File: src/rtl/mux_select_sequencer.sv
// mux_select_sequencer: round-robin scan controller for a 4:1 mux.
// Selects each enabled channel in turn and holds it for one settle cycle
// plus a programmable dwell. It then captures the mux output Y into that
// channel's bit of the sample register.
// Optional feature macro: MUXSEQ_SWEEP_CNT_EN adds sweep_done / sweep_cnt.
module mux_select_sequencer #(
  parameter int DWELL_W = 4
) (
  input  logic               clk,
  input  logic               rst_n,
  input  logic               start,
  input  logic               stop,
  input  logic [3:0]         ch_mask,
  input  logic [DWELL_W-1:0] dwell,
  input  logic               y_in,
  output logic               sel_a,
  output logic               sel_b,
  output logic [1:0]         ch_idx,
  output logic               busy,
  output logic               sample_valid,
  output logic [3:0]         samples
`ifdef MUXSEQ_SWEEP_CNT_EN
  ,
  output logic               sweep_done,
  output logic [7:0]         sweep_cnt
`endif
);

  typedef enum logic [1:0] {
    IDLE   = 2'd0,
    SETTLE = 2'd1,
    DWELL  = 2'd2
  } state_t;

  state_t             r_state;
  state_t             w_nextState;
  logic [1:0]         r_ch;
  logic [1:0]         w_nextCh;
  logic [1:0]         w_lowIdx;
  logic [1:0]         w_pickIdx;
  logic               w_pickFound;
  logic               w_capture;
  logic               w_endScan;
  logic               w_wrap;
  logic               w_stopReq;
  logic [DWELL_W-1:0] r_cnt;
  logic [DWELL_W-1:0] w_nextCnt;
  logic               r_stop;
  logic               r_busy;
  logic               r_valid;
  logic [3:0]         r_samples;

  // A stop raised in the capture cycle itself also ends the scan.
  assign w_stopReq = r_stop | stop;

  // Lowest enabled channel is the first channel of a new scan.
  always_comb begin
    w_lowIdx = 2'd0;
    for (int i = 3; i >= 0; i--) begin
      if (ch_mask[i]) w_lowIdx = 2'(i);
    end
  end

  // Round-robin pick: the closest enabled channel after the current one (offset +4 wraps to itself).
  always_comb begin
    w_pickFound = 1'b0;
    w_pickIdx   = 2'd0;
    for (int k = 4; k >= 1; k--) begin
      if (ch_mask[r_ch + 2'(k)]) begin
        w_pickFound = 1'b1;
        w_pickIdx   = r_ch + 2'(k);
      end
    end
  end

  // Next-state logic: accepts start, settles, counts dwell down and then captures and advances.
  always_comb begin
    w_nextState = r_state;
    w_nextCh    = r_ch;
    w_nextCnt   = r_cnt;
    w_capture   = 1'b0;
    w_endScan   = 1'b0;
    w_wrap      = 1'b0;
    case (r_state)
      IDLE: begin
        if (start && (|ch_mask) && !stop) begin
          w_nextState = SETTLE;
          w_nextCh    = w_lowIdx;
        end
      end
      SETTLE: begin
        w_nextCnt   = dwell;
        w_nextState = DWELL;
      end
      DWELL: begin
        if (r_cnt != '0) begin
          w_nextCnt = r_cnt - 1'b1;
        end else begin
          w_capture = 1'b1;
          if (w_stopReq || !w_pickFound) begin
            w_endScan   = 1'b1;
            w_nextState = IDLE;
            w_nextCh    = 2'd0;
          end else begin
            w_wrap      = (w_pickIdx <= r_ch);
            w_nextState = SETTLE;
            w_nextCh    = w_pickIdx;
          end
        end
      end
      default: begin
        w_nextState = IDLE;
        w_nextCh    = 2'd0;
      end
    endcase
  end

  // State, channel, dwell counter, stop latch and sample registers.
  always_ff @(posedge clk or negedge rst_n) begin
    if (!rst_n) begin
      r_state   <= IDLE;
      r_ch      <= 2'd0;
      r_cnt     <= '0;
      r_stop    <= 1'b0;
      r_busy    <= 1'b0;
      r_valid   <= 1'b0;
      r_samples <= 4'b0000;
    end else begin
      r_state <= w_nextState;
      r_ch    <= w_nextCh;
      r_cnt   <= w_nextCnt;
      r_busy  <= (w_nextState != IDLE);
      r_valid <= w_capture;
      if (w_capture) r_samples[r_ch] <= y_in;
      if (w_nextState == IDLE) begin
        r_stop <= 1'b0;
      end else if (r_state != IDLE && stop) begin
        r_stop <= 1'b1;
      end
    end
  end

  assign sel_a        = r_ch[0];
  assign sel_b        = r_ch[1];
  assign ch_idx       = r_ch;
  assign busy         = r_busy;
  assign sample_valid = r_valid;
  assign samples      = r_samples;

`ifdef MUXSEQ_SWEEP_CNT_EN
  logic       w_sweep;
  logic       r_sweepDone;
  logic [7:0] r_sweepCnt;

  assign w_sweep = w_capture & (w_endScan | w_wrap);

  // Sweep pulse and counter; a sweep ends on a wrapping pick or when the scan ends.
  always_ff @(posedge clk or negedge rst_n) begin
    if (!rst_n) begin
      r_sweepDone <= 1'b0;
      r_sweepCnt  <= 8'd0;
    end else begin
      r_sweepDone <= w_sweep;
      if (w_sweep) r_sweepCnt <= r_sweepCnt + 8'd1;
    end
  end

  assign sweep_done = r_sweepDone;
  assign sweep_cnt  = r_sweepCnt;
`endif

endmodule

File: config.mk
export PLATFORM = sky130hd
export DESIGN_NAME = mux_select_sequencer
export DESIGN_NICKNAME = d
export VERILOG_FILES = /design/src/rtl/mux_select_sequencer.sv
export SDC_FILE = /design/constraint.sdc
export NUM_CORES = 1
export LEC_CHECK = 0
export ABC_CLOCK_PERIOD_IN_PS = 1700
export CORE_UTILIZATION = 40
export DETAILED_ROUTE_END_ITERATION = 8
export MAX_ROUTING_LAYER = met4
export PLACE_DENSITY = 0.67
export SETUP_SLACK_MARGIN = 0.3
export SYNTH_ARGS = -nofsm -noshare
export SYNTH_HDL_FRONTEND = slang
export SYNTH_SLANG_ARGS = --single-unit
File: constraint.sdc
create_clock -name clk -period 1.7 [get_ports clk]
set_input_delay 0.17 -clock clk [delete_from_list [all_inputs] [get_ports clk]]
set_output_delay 0.17 -clock clk [all_outputs]
set_load 0.005 [all_outputs]
==> results.sh <==
export IMPL_cts_buffers=3
export IMPL_pre_cts_ws_ns=-0.2416
export IMPL_wl_per_cell_um=14.87
export IMPL_first_iter_violations=15
export IMPL_h_tree_depth=1
export IMPL_p_comb_share_pct=67.3
export IMPL_grt_overflow=0
export IMPL_pwr_share_seq_pct=25.0
export IMPL_antenna_found_initial=0
export IMPL_crit_path_frequent_cell="a211oi_1"
export IMPL_synthTopCellsByArea="dfrtp_1 35%, ha_1 6.9%, o21ai_0 5.1%"
export IMPL_outcome="finished with violations"
export IMPL_period_share_pct=102.3
export IMPL_remaining_drc_errors=0
export IMPL_violations="setup timing"
export IMPL_die_h_um=54.02
export IMPL_r2r_start="ch_idx[1]$_DFFE_PN0P_"
export IMPL_finClkSkew_ns=0.005102
export IMPL_power_density_nw_per_um2=1624
export IMPL_slew_headroom_pct=80.01
export IMPL_switching_share_pct=40.27
export IMPL_crit_type="reg2reg"
export IMPL_internal_power_mw=1.674
export IMPL_crit_required_ns=1.90
export IMPL_start_util_pct=42.91
export IMPL_yosys_warnings=0
export IMPL_finalSetupTns_ns=-0.03840
export IMPL_pwr_share_clk_pct=7.7
export IMPL_setup_slack_ns=-0.03840
export IMPL_synth_top_area_share_pct=34.68
export IMPL_drtAntennaViolNets=0
export IMPL_wl_um=2884
export IMPL_clock_latency_ns=0.29
export IMPL_syn2layout_area_growth_pct=59.42
export IMPL_worst_path_max_fanout=8
export IMPL_synth_top_area_cell="dfrtp_1"
export IMPL_setup_violations=1
export IMPL_met3_length_um=73
export IMPL_fp_dieW_um=54.02
export IMPL_reg2reg_to="ch_idx[0]$_DFFE_PN0P_"
export IMPL_mappedNetlistArea_um2=1082
export IMPL_cpPeakStageDelay_ns=0.45
export IMPL_hold_viol=0
export IMPL_reg2reg_depth=6
export IMPL_vdd_drop_max_mv=1.008
export IMPL_clock_sinks=15
export IMPL_switchingPower_mw=1.129
export IMPL_coreArea_um2=2522
export IMPL_wl_met1_um=1298
export IMPL_grtUsageTotal_pct=22.09
export IMPL_drv_cap=0
export IMPL_highest_layer="met4"
export IMPL_avgViaCountPerCell=5.392
export IMPL_rsz0062_at_grt="yes"
export IMPL_leakagePower_nw=0.7838
export IMPL_clkTransAtPathRegs_ns=0.10
export IMPL_ys_types=37
export IMPL_finalWorstPathRequiredPeriod_ns=1.738
export IMPL_final_common_cell="buf_4"
export IMPL_cts_root_buffer="clkbuf_4"
export IMPL_drive_above_1_share_pct=42.68
export IMPL_worstPathArrival_ns=1.94
export IMPL_grt_pass1_vias=995
export IMPL_num_vias=1046
export IMPL_regToRegSetupSlack_ns=-0.04
export IMPL_cpLargestDelayFamily="compound AO/OA/AOI/OAI gates"
export IMPL_hpwl_um=2012
export IMPL_hold_class="in2async"
export IMPL_synth_seq_cells=15
export IMPL_final_cell_mix="20 x buf_4, 18 x clkdlybuf4s50_1, 12 x dfrtp_1"
export IMPL_port_buffer_count=22
export IMPL_clk_path_buf_depth=2
export IMPL_cts_tree="built"
export IMPL_finalMaxSlewViolations=0
export IMPL_end_kind="register"
export IMPL_drt_first_pass_iters=4
export IMPL_postSynthCellCount=119
export IMPL_postSynthAreaPerCell_um2=9.095
export IMPL_fp_row_count=18
export IMPL_tightest_slew_ns=0.2916
export IMPL_crit_path_top_delay_cell="dfrtp_2"
export IMPL_seq_area_frac_synth_pct=34.68
export IMPL_num_antenna_cells=0
export IMPL_fill_cells=208
export IMPL_met2WireLength_um=1477
export IMPL_die_area_um2=2918
export IMPL_fmax_mhz=575.2
export IMPL_grt_pass1_wl_um=4416
export IMPL_critPathLaunchType="register"
export IMPL_gp_congestion=0.8834
export IMPL_crit_buf_inv=1
export IMPL_fin_util_pct=68.40
export IMPL_grt_max_degree=16
export IMPL_worstPathCellList="buf_8, mux2i_1, o21ai_0, a211oi_1, nor4_2, a211oi_1"
export IMPL_syn_num_nets=138
export IMPL_fin_nets=184
export IMPL_ioPinCount=23
==> power groups by stage <==
| stage | combinational, mW | clock, mW | sequential [mW] |
|---|---|---|---|
| 6_report | 1.89 | 0.215 | 0.701 |
| 3_3_place_gp | 1.47 | 0 | 0.675 |
| 5_1_grt | 2.04 | 0.237 | 0.727 |
| 4_1_cts | 1.75 | 0.220 | 0.691 |
| 2_1_floorplan | 1.02 | 0 | 0.638 |
| 3_5_place_dp | 1.52 | 0 | 0.692 |
==> area by class of cell <==
cell class                      count  area (µm²)  share of cell area, %
Multi-Input combinational cell     88       789.5                  45.76
Sequential cell                    15       379.1                  21.97
Timing Repair Buffer               50       462.9                  26.83
Clock buffer                        4       26.28                  1.523
Inverter                            7       30.03                  1.740
Tap cell                           30       37.54                  2.175
==> worst reg2reg max path, cell delays in order (launching register included) <==
cell and delay [ns]:
dfrtp_2 0.45, buf_8 0.16, mux2i_1 0.32, o21ai_0 0.13, a211oi_1 0.33, nor4_2 0.08
a211oi_1 0.18
==> cells by family (layout without fill, tap and decap cells) <==
family                   Yosys count  in the layout  share of synthesized area [%]
flip-flops                        15             15                          34.68
multiplexers                      10             10                          10.87
AND/OR/NAND/NOR                   38             38                          19.19
AO/OA/AOI/OAI                     34             34                          19.77
adder cells (fa/ha/maj)            6              6                          6.936
buffers and inverters             16             61                          8.555
==> repair_timing <==
action,in CTS,in global routing
endpoints found under the setup margin,13,15
setup buffers,6,1
pin swaps,5,9
hold buffers,0,0
resized for setup,28,22
==> per-layer routing <==
layer | track usage, % | vias to the layer above
li1 | - | 516
met1 | 25.84 | 505
met2 | 36.83 | 19
met3 | 4.802 | 6
met4 | 8.120 | 0
met5 | - | -
==> worst max path at each step <==
stage	startpoint	endpoint	slack [ns]	cells after the start
2_1_floorplan	ch_idx[0]$_DFFE_PN0P_	ch_idx[0]$_DFFE_PN0P_	0.05	8
3_3_place_gp	ch_mask[2]	ch_idx[0]$_DFFE_PN0P_	-0.15	5
3_5_place_dp	ch_mask[0]	ch_idx[0]$_DFFE_PN0P_	-0.24	8
4_1_cts	ch_idx[0]$_DFFE_PN0P_	ch_idx[0]$_DFFE_PN0P_	-0.02	7
5_1_grt	ch_idx[0]$_DFFE_PN0P_	ch_idx[0]$_DFFE_PN0P_	-0.12	7
6_report	ch_idx[1]$_DFFE_PN0P_	ch_idx[0]$_DFFE_PN0P_	-0.04	6
==> synthesized netlist by cell type (all sizes together) <==
cell,instances
nor3,3
o31ai,2
a22oi,2
o21bai,1
dfrtp,15
and3,1
nor4,2
or3,1
a21oi,6
nand2,11
nor2b,4
o21ai,13
nor2,5
ha,6
nand2b,6
nor4b,2
a311o,1
mux2i,5
a21boi,2
a31o,1
o32a,1
nand4,1
a31oi,1
a211oi,3
nand3,1
inv,7
or2,1
a211o,1
mux4,1
buf,9
mux2,4
==> state kept, by name (all words and copies together) (netlist names) <==
name	count
sample_valid	1
busy	1
ch_idx	2
r_cnt	4
r_state	2
samples	4
r_stop	1
==> metrics by stage <==
stage / power (mW) / area (µm²) / hold slack (ns) / std cells
5_1_grt: 3.004 / 1725 / 0.1996 / 194
3_5_place_dp: 2.208 / 1508 / 0.5039 / 183
3_3_place_gp: 2.143 / 1508 / 0.4875 / 183
2_1_floorplan: 1.653 / 1170 / -0.1256 / 119
6_report: 2.802 / 1725 / 0.1780 / 194
4_1_cts: 2.661 / 1655 / 0.1840 / 193
(Power assumes the default switching activity.)
